### src/rtl/frame_pattern_gen.sv
// Test-frame source: counter / PRBS-9 / fixed / walking-ones words on a valid/ready stream.
// Define FRAME_PATTERN_GEN_PRBS_EN to build the PRBS-9 LFSR; otherwise mode 1 acts as the counter.
module frame_pattern_gen #(
    parameter int DATA_W = 8,
    parameter int LEN_W  = 16
) (
    input  logic              clk,
    input  logic              rst_n,
    input  logic              start,
    input  logic              stop,
    input  logic [1:0]        mode,
    input  logic [DATA_W-1:0] seed,
    input  logic [LEN_W-1:0]  frame_len,
    input  logic [LEN_W-1:0]  gap_len,
    input  logic              cont,
    output logic [DATA_W-1:0] data,
    output logic              valid,
    input  logic              ready,
    output logic              sof,
    output logic              eof,
    output logic              busy,
    output logic              done
);

    typedef enum logic [1:0] {
        IDLE = 2'd0,
        SEND = 2'd1,
        GAP  = 2'd2
    } state_t;

    state_t            state_q, state_d;
    logic [1:0]        mode_q, mode_d;
    logic [DATA_W-1:0] seed_q, seed_d;
    logic [LEN_W-1:0]  len_q, len_d;
    logic [LEN_W-1:0]  gap_q, gap_d;
    logic [LEN_W-1:0]  idx_q, idx_d;
    logic [LEN_W-1:0]  gap_cnt_q, gap_cnt_d;
    logic [DATA_W-1:0] data_q, data_d;
    logic              valid_q, valid_d;
    logic              sof_q, sof_d;
    logic              eof_q, eof_d;
    logic              busy_q, busy_d;
    logic              done_q, done_d;

    logic [1:0]        cfg_mode;
    logic [DATA_W-1:0] cfg_seed;
    logic [LEN_W-1:0]  cfg_len;
    logic [DATA_W-1:0] word_first;
    logic [DATA_W-1:0] word_next;
    logic              transfer;
    logic              load_first;
    logic              advance;

`ifdef FRAME_PATTERN_GEN_PRBS_EN
    logic [8:0]        lfsr_q, lfsr_d;
    logic [DATA_W+8:0] prbs_first;
    logic [DATA_W+8:0] prbs_next;

    // Steps x^9+x^5+1 DATA_W times; returns {new_state, word} with the first bit in the MSB.
    function automatic logic [DATA_W+8:0] prbs_adv(input logic [8:0] s_in);
        logic [8:0]        s;
        logic [DATA_W-1:0] w;
        s = s_in;
        w = '0;
        for (int k = 0; k < DATA_W; k++) begin
            w = {w[DATA_W-2:0], s[8]};
            s = {s[7:0], s[8] ^ s[4]};
        end
        return {s, w};
    endfunction

    assign prbs_first = prbs_adv(9'h1FF);
    assign prbs_next  = prbs_adv(lfsr_q);
`endif

    assign transfer = valid_q && ready;

    // In IDLE the first word is built from the live inputs, since config latches on the same edge.
    assign cfg_mode = (state_q == IDLE) ? mode      : mode_q;
    assign cfg_seed = (state_q == IDLE) ? seed      : seed_q;
    assign cfg_len  = (state_q == IDLE) ? frame_len : len_q;

    always_comb begin
        word_first = cfg_seed;
        word_next  = data_q + DATA_W'(1);
        case (cfg_mode)
            2'd2: word_first = cfg_seed;
            2'd3: word_first = DATA_W'(1);
`ifdef FRAME_PATTERN_GEN_PRBS_EN
            2'd1: word_first = prbs_first[DATA_W-1:0];
`endif
            default: word_first = cfg_seed;
        endcase
        case (mode_q)
            2'd2: word_next = seed_q;
            2'd3: word_next = {data_q[DATA_W-2:0], data_q[DATA_W-1]};
`ifdef FRAME_PATTERN_GEN_PRBS_EN
            2'd1: word_next = prbs_next[DATA_W-1:0];
`endif
            default: word_next = data_q + DATA_W'(1);
        endcase
    end

    always_comb begin
        state_d    = state_q;
        mode_d     = mode_q;
        seed_d     = seed_q;
        len_d      = len_q;
        gap_d      = gap_q;
        idx_d      = idx_q;
        gap_cnt_d  = gap_cnt_q;
        data_d     = data_q;
        valid_d    = valid_q;
        sof_d      = sof_q;
        eof_d      = eof_q;
        done_d     = 1'b0;
        load_first = 1'b0;
        advance    = 1'b0;
`ifdef FRAME_PATTERN_GEN_PRBS_EN
        lfsr_d     = lfsr_q;
`endif

        case (state_q)
            IDLE: begin
                if (start && frame_len != '0) begin
                    mode_d     = mode;
                    seed_d     = seed;
                    len_d      = frame_len;
                    gap_d      = gap_len;
                    state_d    = SEND;
                    load_first = 1'b1;
                end
            end
            SEND: begin
                if (transfer) begin
                    if (!eof_q) begin
                        advance = 1'b1;
                    end else if (cont && gap_q == '0) begin
                        load_first = 1'b1;
                    end else if (cont) begin
                        state_d   = GAP;
                        gap_cnt_d = gap_q;
                        valid_d   = 1'b0;
                        sof_d     = 1'b0;
                        eof_d     = 1'b0;
                    end else begin
                        state_d = IDLE;
                        valid_d = 1'b0;
                        sof_d   = 1'b0;
                        eof_d   = 1'b0;
                        done_d  = 1'b1;
                    end
                end
            end
            GAP: begin
                if (gap_cnt_q <= LEN_W'(1)) begin
                    state_d    = SEND;
                    load_first = 1'b1;
                end else begin
                    gap_cnt_d = gap_cnt_q - LEN_W'(1);
                end
            end
            default: state_d = IDLE;
        endcase

        if (load_first) begin
            valid_d = 1'b1;
            sof_d   = 1'b1;
            eof_d   = (cfg_len == LEN_W'(1));
            idx_d   = '0;
            data_d  = word_first;
`ifdef FRAME_PATTERN_GEN_PRBS_EN
            lfsr_d  = prbs_first[DATA_W+8:DATA_W];
`endif
        end

        if (advance) begin
            sof_d   = 1'b0;
            eof_d   = ((idx_q + LEN_W'(2)) == len_q);
            idx_d   = idx_q + LEN_W'(1);
            data_d  = word_next;
`ifdef FRAME_PATTERN_GEN_PRBS_EN
            lfsr_d  = prbs_next[DATA_W+8:DATA_W];
`endif
        end

        // Abort wins over everything, including an eof transfer on the same edge.
        if (stop && state_q != IDLE) begin
            state_d = IDLE;
            valid_d = 1'b0;
            sof_d   = 1'b0;
            eof_d   = 1'b0;
            done_d  = 1'b0;
        end

        busy_d = (state_d != IDLE);
    end

    always_ff @(posedge clk or negedge rst_n) begin
        if (!rst_n) begin
            state_q   <= IDLE;
            mode_q    <= '0;
            seed_q    <= '0;
            len_q     <= '0;
            gap_q     <= '0;
            idx_q     <= '0;
            gap_cnt_q <= '0;
            data_q    <= '0;
            valid_q   <= 1'b0;
            sof_q     <= 1'b0;
            eof_q     <= 1'b0;
            busy_q    <= 1'b0;
            done_q    <= 1'b0;
`ifdef FRAME_PATTERN_GEN_PRBS_EN
            lfsr_q    <= 9'h1FF;
`endif
        end else begin
            state_q   <= state_d;
            mode_q    <= mode_d;
            seed_q    <= seed_d;
            len_q     <= len_d;
            gap_q     <= gap_d;
            idx_q     <= idx_d;
            gap_cnt_q <= gap_cnt_d;
            data_q    <= data_d;
            valid_q   <= valid_d;
            sof_q     <= sof_d;
            eof_q     <= eof_d;
            busy_q    <= busy_d;
            done_q    <= done_d;
`ifdef FRAME_PATTERN_GEN_PRBS_EN
            lfsr_q    <= lfsr_d;
`endif
        end
    end

    assign data  = data_q;
    assign valid = valid_q;
    assign sof   = sof_q;
    assign eof   = eof_q;
    assign busy  = busy_q;
    assign done  = done_q;

endmodule

### config.mk
export PLATFORM = sky130hd
export DESIGN_NAME = frame_pattern_gen
export DESIGN_NICKNAME = d
export VERILOG_FILES = /design/src/rtl/frame_pattern_gen.sv
export SDC_FILE = /design/constraint.sdc
export NUM_CORES = 1
export LEC_CHECK = 0
export CAP_MARGIN = 40
export CORE_MARGIN = 5
export CORE_UTILIZATION = 55
export CTS_CLUSTER_DIAMETER = 150
export DETAILED_ROUTE_END_ITERATION = 10
export PLACE_DENSITY = 0.79
export SYNTH_ARGS = -nofsm -noshare
export SYNTH_HDL_FRONTEND = slang
export SYNTH_SLANG_ARGS = --single-unit
### constraint.sdc
create_clock -name clk -period 5.7 [get_ports clk]
set_input_delay 0.855 -clock clk [delete_from_list [all_inputs] [get_ports clk]]
set_output_delay 0.855 -clock clk [all_outputs]
set_load 0.1 [all_outputs]
* After elaboration in Yosys (flattened, before gate mapping) *
Index checks and enable logic that the tools add are counted.

word-level totals
  flip-flop bits (word level) = 89
  output and inout port bits = 13
  logic and storage cells = 105
  bits of input ports = 48

operators by class
  reduce and logical (&&, ||, !) cells = 22
  eq/ne operators = 14
  add/sub/neg operators = 4
  multiplexer cells = 51
  magnitude comparators = 1

operators by type and width
  cell                     count
  $mux W16                 8
  $mux W8                  4
  $pmux W16 S2             1
  $mux W1                  27
  $add A16 B1 Y16 const B  1
  $add A16 B2 Y16 const B  1
  $eq A16 B1 Y1 const B    1
  $eq A16 B16 Y1           1
  $le A16 B1 Y1 const B    1
  $logic_not A16 Y1        1
  $mux W2                  8
  $pmux W8 S2              1
  $reduce_bool A16 Y1      1
  $sub A16 B1 Y16 const B  1
  $reduce_bool A4 Y1       3
  $ne A2 B2 Y1 const B     5
  $reduce_bool A3 Y1       3
  $add A8 B1 Y8 const B    1
  $eq A2 B2 Y1 const B     4
  $reduce_and A4 Y1        2
  $reduce_bool A2 Y1       4
  $pmux W2 S3              1
  $reduce_and A6 Y1        1
  $logic_and A1 B1 Y1      4
  6 further kinds          7

* Depth between registers and ports, before layout *
  word-level depth = 9
  gate-level depth with buffers = 10
  mapped depth without buffers = 8

* Worst setup path after synthesis *
Ideal clock, no wire load.

  path kind = in2reg
  from = input frame_len[9]
  to = register eof_q (netlist: eof)
  path buffers = 1
  setup slack = 3334 ps
  setup time = 138 ps
  stages = 7
  arrival time = 2227 ps
  data required time = 5562 ps
  cell sequence = nor4_1 -> and4_1 -> a21oi_1 -> buf_2 -> nor4_4 -> o2bb2ai_1 -> a21oi_1

on the way
  word-level cells in the longest chain between the ends = 7
  elaborated cells on any way between the ends = 12
  classes of those cells = eq/ne: 1; mux: 6; reduce/logical: 5

RTL lines
  element               line  RTL
  from (decl)           13    input logic [LEN_W-1:0] frame_len,
  $reduce_bool A16 Y1   125   if (start && frame_len != '0) begin
  $logic_and A1 B1 Y1   125
  $mux W1               125
  $pmux W1 S3           123   case (state_q)
  $mux W1               166   if (load_first) begin
  $mux W1               177   if (advance) begin
  $mux W1               188   if (stop && state_q != IDLE) begin
  to (signal assigned)  228   eof_q <= eof_d;
  to (decl)             41    logic eof_q, eof_d;

Parallel ways exist; a longest one is shown, timed or not.
A chain may end at the register's enable or synchronous reset.

* Worst setup path after layout *
  from = input frame_len[1]
  to = register data_q[0] (netlist: data[0])

on the way
  word-level cells in the longest chain between the ends = 5

RTL lines
  element                              line  RTL
  $reduce_bool A16 Y1                  125
  $logic_and A1 B1 Y1                  125
  $mux W1                              125
  $pmux W1 S3                          123
  $reduce_bool A2 Y1 (no source line)  n/a
  to (signal assigned)                 225   data_q <= data_d;
  to (decl)                            38    logic [DATA_W-1:0] data_q, data_d;

Every way passes these cells.

==> results.toml <==
[outcome]
status = "finished clean"

[floorplanning]
core-area_um2 = 9240
die_x_um = 107
dieHeight_um = 107
ios = 61
start_util_pct = 56.2
rows = 35
dieArea_um2 = 11500

[grt]
grt_max_degree = 52
grt_pass1_vias = 4532
grt_use_met3_pct = 6.44
met1_usage_pct = 34.0
busiest_layer = "met2"
globalRouteOverflowTotal = 0
grt_util_all_layers_pct = 25.0
gr-usage-met2_pct = 39.5
antenna_found_initial = 0
grt_pass1_wl_mm = 22.8

[critical_path]
reg2reg_to = "data[0]"
end_kind = "flop"
reg2reg_depth = 7
path_max_fanout = 25
required_ns = 5.96
arrival_ns = 3.63
reg2reg_slack_ns = 2.93
r2r_start = "state_q[1]"
path_class = "primary input to flop"
worstSetupStartpointType = "primary input"

[cells_and_area]
fin_nets = 713
layout_common_cells = "nand2_1, dfrtp_1, clkdlybuf4s50_1"
drive_gt1_share_pct = 8.27
fillerInstances = 738
final_common_cell = "nand2_1"
antenna_cells = 0
multi_input_area_um2 = 2770
seq_area_um2 = 2230
syn_to_final_growth_pct = 20.4

[yosys]
yosysTopAreaCell = "dfrtp_1"
synth_flop_cell = "dfrtp_1"
netlist_area_um2 = 5190
syn_inst = 605
synth_top_area_share_pct = 42.9
synth_warnings = 0
synthTopCellsByArea = "dfrtp_1, nand2_1, mux2i_1, nor2_1, xor2_1"
synth_edf_count = 0
ys_seq_area_share_pct = 42.9
synth_nets = 658
avgSynthCellArea_um2 = 8.58
async_flop_share_pct = 100
synth-seq-cells = 89
ys_types = 70

[detailed_routing]
drt_iter0_drc = 399
via_per_inst = 5.96
dr.pass1.iters = 6
antenna_left = 0
drcViolationCount = 0
vias = 4732
drt_wl_total_mm = 13.8
routedWlPerCell_um = 17.4

[sta]
worstMarginPinSlew_ns = 0.903
maxSlewViolCount = 0
period_share_pct = 59.1
slew_headroom_pct = 39.7
fin_crit_ns = 3.37
rsz0062_at_grt = "no"
clock_skew_ns = 0.0134
finalHoldViolations = 0
fmax_ghz = 0.297
setup_violations = 0
tns_ns = 0
worst_slack_ns = 2.33

[clock_network]
path_clk_slew_ns = 0.09
ctsResizeCount = 0
hold_buffers = 0
tritoncts.num_buffers = 9
clk_path_buf_depth = 2
clk_root_buffer_cell = "clkbuf_8"
cts_setup_buffers = 0
cts_tree = "done"
htree_levels = 3
clock_sinks = 89
clk_latency_ns = 0.38

[min_path]
hold_path.class = "primary input to asynchronous set/reset pin"

[power_and_ir_drop]
leakage_nw = 2.79
total_power_mw = 3.00
vdd_drop_max_uv = 314
powerDensity_nw_per_um2 = 481

[placement]
hpwlAfterDp_mm = 9.97
gp_congestion = 0.938
dp_slack_ns = 1.96
io_buffers = 60

[run]
maxCapViolations = 0
[state kept, by name (all words and copies together), names as in the netlist]
signal / cells
data: 8
state_q: 2
valid: 1
len_q: 16
eof: 1
seed_q: 8
done: 1
gap_cnt_q: 16
mode_q: 2
idx_q: 16
gap_q: 16
sof: 1
busy: 1
[synth_stat cells, types with 4 or more instances]
master	n
o21ai_0	23
a31oi_1	6
o211ai_1	11
or4_1	5
nor3_1	14
and3_1	6
a21oi_1	22
nand2_1	158
o211ai_2	5
clkbuf_1	16
xnor2_1	11
nand3_1	20
nor4_1	17
dfrtp_1	89
xor2_1	14
o22a_1	6
ha_1	5
o21ai_1	8
mux2i_1	21
nor2_1	41
buf_4	4
and4_1	7
a22oi_1	6
o21a_1	4
nand4_1	7
inv_1	10
buf_2	10
[worst max path at each step]
stage	start	to	cells past startpoint
after detailed placement	frame_len[1]	data[0]	8
after floorplan	frame_len[9]	eof	7
after global routing	frame_len[3]	data[0]	8
final	frame_len[1]	data[0]	8
after CTS	frame_len[1]	data[0]	8
after global placement	frame_len[1]	data[0]	8
[per-stage QoR]
step                util, %  std cells  area, µm²  hold WS [ns]
finish                 67.6        794       6250         0.458
global route           67.6        794       6250         0.487
CTS                    67.6        794       6250         0.473
detailed placement     65.2        778       6030         0.496
global placement       63.0        764       5830         0.483
floorplan                 -        605       5190         0.464
[layer usage]
metal  vias to the layer above  wire [µm]  share of wire (%)
met1                      2303       5980                 43
met3                        23        904                6.5
met4                         0        276                2.0
met2                       168       6640                 48
met5                         -          0                  0
li1                       2238          -                  -
[critical path: stages]
cell	delay (ns)
clkdlybuf4s50_1	0.43
nor4_1	0.47
and4_1	0.37
a21oi_4	0.21
buf_4	0.29
nor3_2	0.62
a31oi_1	0.10
a221o_1	0.29
[power by group]
part / switching, mW / total (mW) / leakage [nW] / internal (mW)
registers: 0.309 / 1.17 / 1.12 / 0.857
clock network: 0.237 / 0.486 / 0.111 / 0.249
logic: 0.799 / 1.35 / 1.56 / 0.551
total: 1.34 / 3.00 / 2.79 / 1.66
[final cells by class]
| class | count | area share, % |
|---|---|---|
| clock buffer | 10 | 2.04 |
| clock inverter | 6 | 1.46 |
| inverter | 10 | 0.601 |
| multi-input combinational | 472 | 44.4 |
| sequential | 89 | 35.6 |
| tap | 129 | 2.58 |
| timing repair buffer | 78 | 13.3 |
[kinds of logic after synthesis]
| kind of cell | synth area share (%) |
|---|---|
| DFF | 42.9 |
| buffers and inverters | 3.88 |
| xor gates and xnor gates | 4.22 |
| AOI/OAI and AO/OA | 15.2 |
| muxes | 4.27 |
| and+or+nand+nor | 28.1 |
| adders and majority gates | 1.40 |
(Power assumes the default switching activity.)
==> patch 1, RTL diff (same flow settings) <==
Set the parameter `DATA_W` to 10 (it was 8).
--- a/src/rtl/frame_pattern_gen.sv
+++ b/src/rtl/frame_pattern_gen.sv
@@ -2,5 +2,5 @@
 // Define FRAME_PATTERN_GEN_PRBS_EN to build the PRBS-9 LFSR; otherwise mode 1 acts as the counter.
 module frame_pattern_gen #(
-    parameter int DATA_W = 8,
+    parameter int DATA_W = 10,
     parameter int LEN_W  = 16
 ) (
Ports: changed (resized data and seed); port bits go from 61 to 65. The function was not compared with the original's and may differ.
==> patch 1 against the original RTL <==
Worst setup slack worse by 0.054 ns. Power fell by 4.5%. Cell area rose by 3.0%. Wire length shrank 8.9%. Sequential power decreased by 4%. Global-route usage down 2.3 points. Sequential cell count is 4 higher. Area after synthesis is 0.53% higher.
==> patch 1: results (changes against the original RTL) <==
status: "complete, no violations"  # unchanged
p_leak_nw: 2.64  # was 2.79 nW
clockBufferDepth: 2  # unchanged
pwr_density_cell_nw_per_um2: 446  # was 481 nW/um2
h-tree-depth: 3  # unchanged
ys_top_cells_by_count: "dfrtp_1 (93), nand2_1 (36), nor2_1 (35)"  # was nand2_1 (158), dfrtp_1 (89), nor2_1 (41)
dp.cells: 709  # was 778
antenna_cells: 0  # unchanged
synth.avg_cell_area_um2: 9.90  # was 8.58 um2
pre_cts_ws_ns: 1.92  # was 1.96 ns
clock-root-buffer: "clkbuf_8"  # unchanged
synth_nets: 582  # was 658
post_cts_buffers: 0  # unchanged
swShare_pct: 41.8  # was 44.8%
grt_antenna_before_repair: 0  # unchanged
skew_ns: 0.0126  # was 0.0134 ns
numCtsBuffers: 9  # unchanged
stdcell_count: 725  # was 794
via_per_inst: 6.09  # was 5.96
drive_gt1_share_pct: 11.4  # was 8.27%
clk_latency_ns: 0.36  # was 0.38 ns
synth_area_leaders: "dfrtp_1 (45%), mux2_1 (5.6%), mux2_2 (4.1%), mux2i_1 (3.5%), xnor2_1 (3.2%)"  # was dfrtp_1 (43%), nand2_1 (11%), mux2i_1 (4.1%), nor2_1 (3.0%), xor2_1 (2.4%)
first_pass_iters: 5  # was 6
clockPowerShare_pct: 17.4  # was 16.2%
grt_start_max_net_pins: 46  # was 52
nets: 646  # was 713
critPathMaxStageDelay_ns: 0.85  # was 0.62 ns
drtIter0Drc: 268  # was 399
sequentialPowerShare_pct: 39.2  # was 38.8%
seq_area_frac_synth_pct: 44.6  # was 42.9%
grt_pass1_wl_um: 21100  # was 22800 um
r2r_cells: 6  # was 7
max-vdd-ir-drop_mv: 0.329  # was 0.314 mV
hold_class: "in -> async"  # unchanged
cp_max_fo: 36  # was 25
clk_pin_slew_ns: 0.09  # about the same
gp_congestion: 0.865  # was 0.938
async_flop_share_pct: 100  # unchanged
dp_hpwl_um: 9330  # was 9970 um
worstReg2RegStart: "gap_cnt_q[10]$_DFFE_PN0P_"  # was state_q[1]$_DFF_PN0_
hold_slack_ns: 0.337  # was 0.458 ns
ys_warn_count: 0  # unchanged
grt_pass1_vias: 4266  # was 4532
worstMarginPinSlew_ns: 0.915  # was 0.903 ns
place_area_um2: 6200  # was 6030 um2
crit_family: "simple AND/OR/NAND/NOR gates"  # unchanged
port_buffers: 64  # was 60
synth-edff-count: 0  # unchanged
cts_resized: 0  # unchanged
cp.required_ns: 5.96  # about the same
r2r-end: "data[7]$_DFFE_PN0P_"  # was data[0]$_DFFE_PN0P_
r2r_slack_ns: 2.89  # was 2.93 ns
synthDistinctLibCells: 58  # was 70
slowest_stage: "and3_1"  # was nor3_2
grt_usage_pct: 22.7  # was 25.0%
wl_um: 12600  # was 13800 um
## patch 1: changes by cell type in the layout (fill, tap and decap cells not counted), sizes merged, moves of 8 or more
cell    unedited run  this run
o211ai            16         7
xnor2             11        19
nand2            159        36
mux2               1        45
nand3             20        33
o21ai             31        42
## patch 1: cell families after synthesis
group	count (synthesis)	share of synthesized area, %
AO/OA/AOI/OAI	118	14.7
flip-flops	93	44.6
adder cells (fa/ha/maj)	6	1.39
buffers and inverters	41	3.21
multiplexers	63	13.2
AND/OR/NAND/NOR	174	17.5
XOR/XNOR	32	5.37
## patch 1: how the worst max path moves through the flow
stage / from / end / slack [ns] / depth (start not counted)
after floorplan: frame_len[9] / mode_q[0]$_DFFE_PN0N_ / 3.05 / 6
final: frame_len[1] / data[7]$_DFFE_PN0P_ / 2.28 / 8
after global placement: frame_len[1] / idx_q[13]$_DFFE_PN0P_ / 2.10 / 8
after detailed placement: frame_len[1] / idx_q[12]$_DFFE_PN0P_ / 1.92 / 8
after CTS: frame_len[1] / idx_q[12]$_DFFE_PN0P_ / 2.29 / 8
after global routing: frame_len[1] / data[0]$_DFFE_PN0P_ / 2.04 / 8
## patch 1: layout make-up
type,count,area [um2]
clock buffer,11,151
clock inverter,5,82.6
fill,679,2810
inverter,7,26.3
multi-input combinational,393,2730
sequential,93,2330
tap,129,161
timing repair buffer,87,958
## patch 1: per-layer routing
| layer | vias to the layer above | wire (um) | GRT usage, % |
|---|---|---|---|
| met5 | - | 0 | 0 |
| met4 | 0 | 203 | 5.86 |
| met3 | 23 | 657 | 5.16 |
| met2 | 141 | 6470 | 38.5 |
| met1 | 2175 | 5240 | 29.5 |
| li1 | 2078 | - | - |
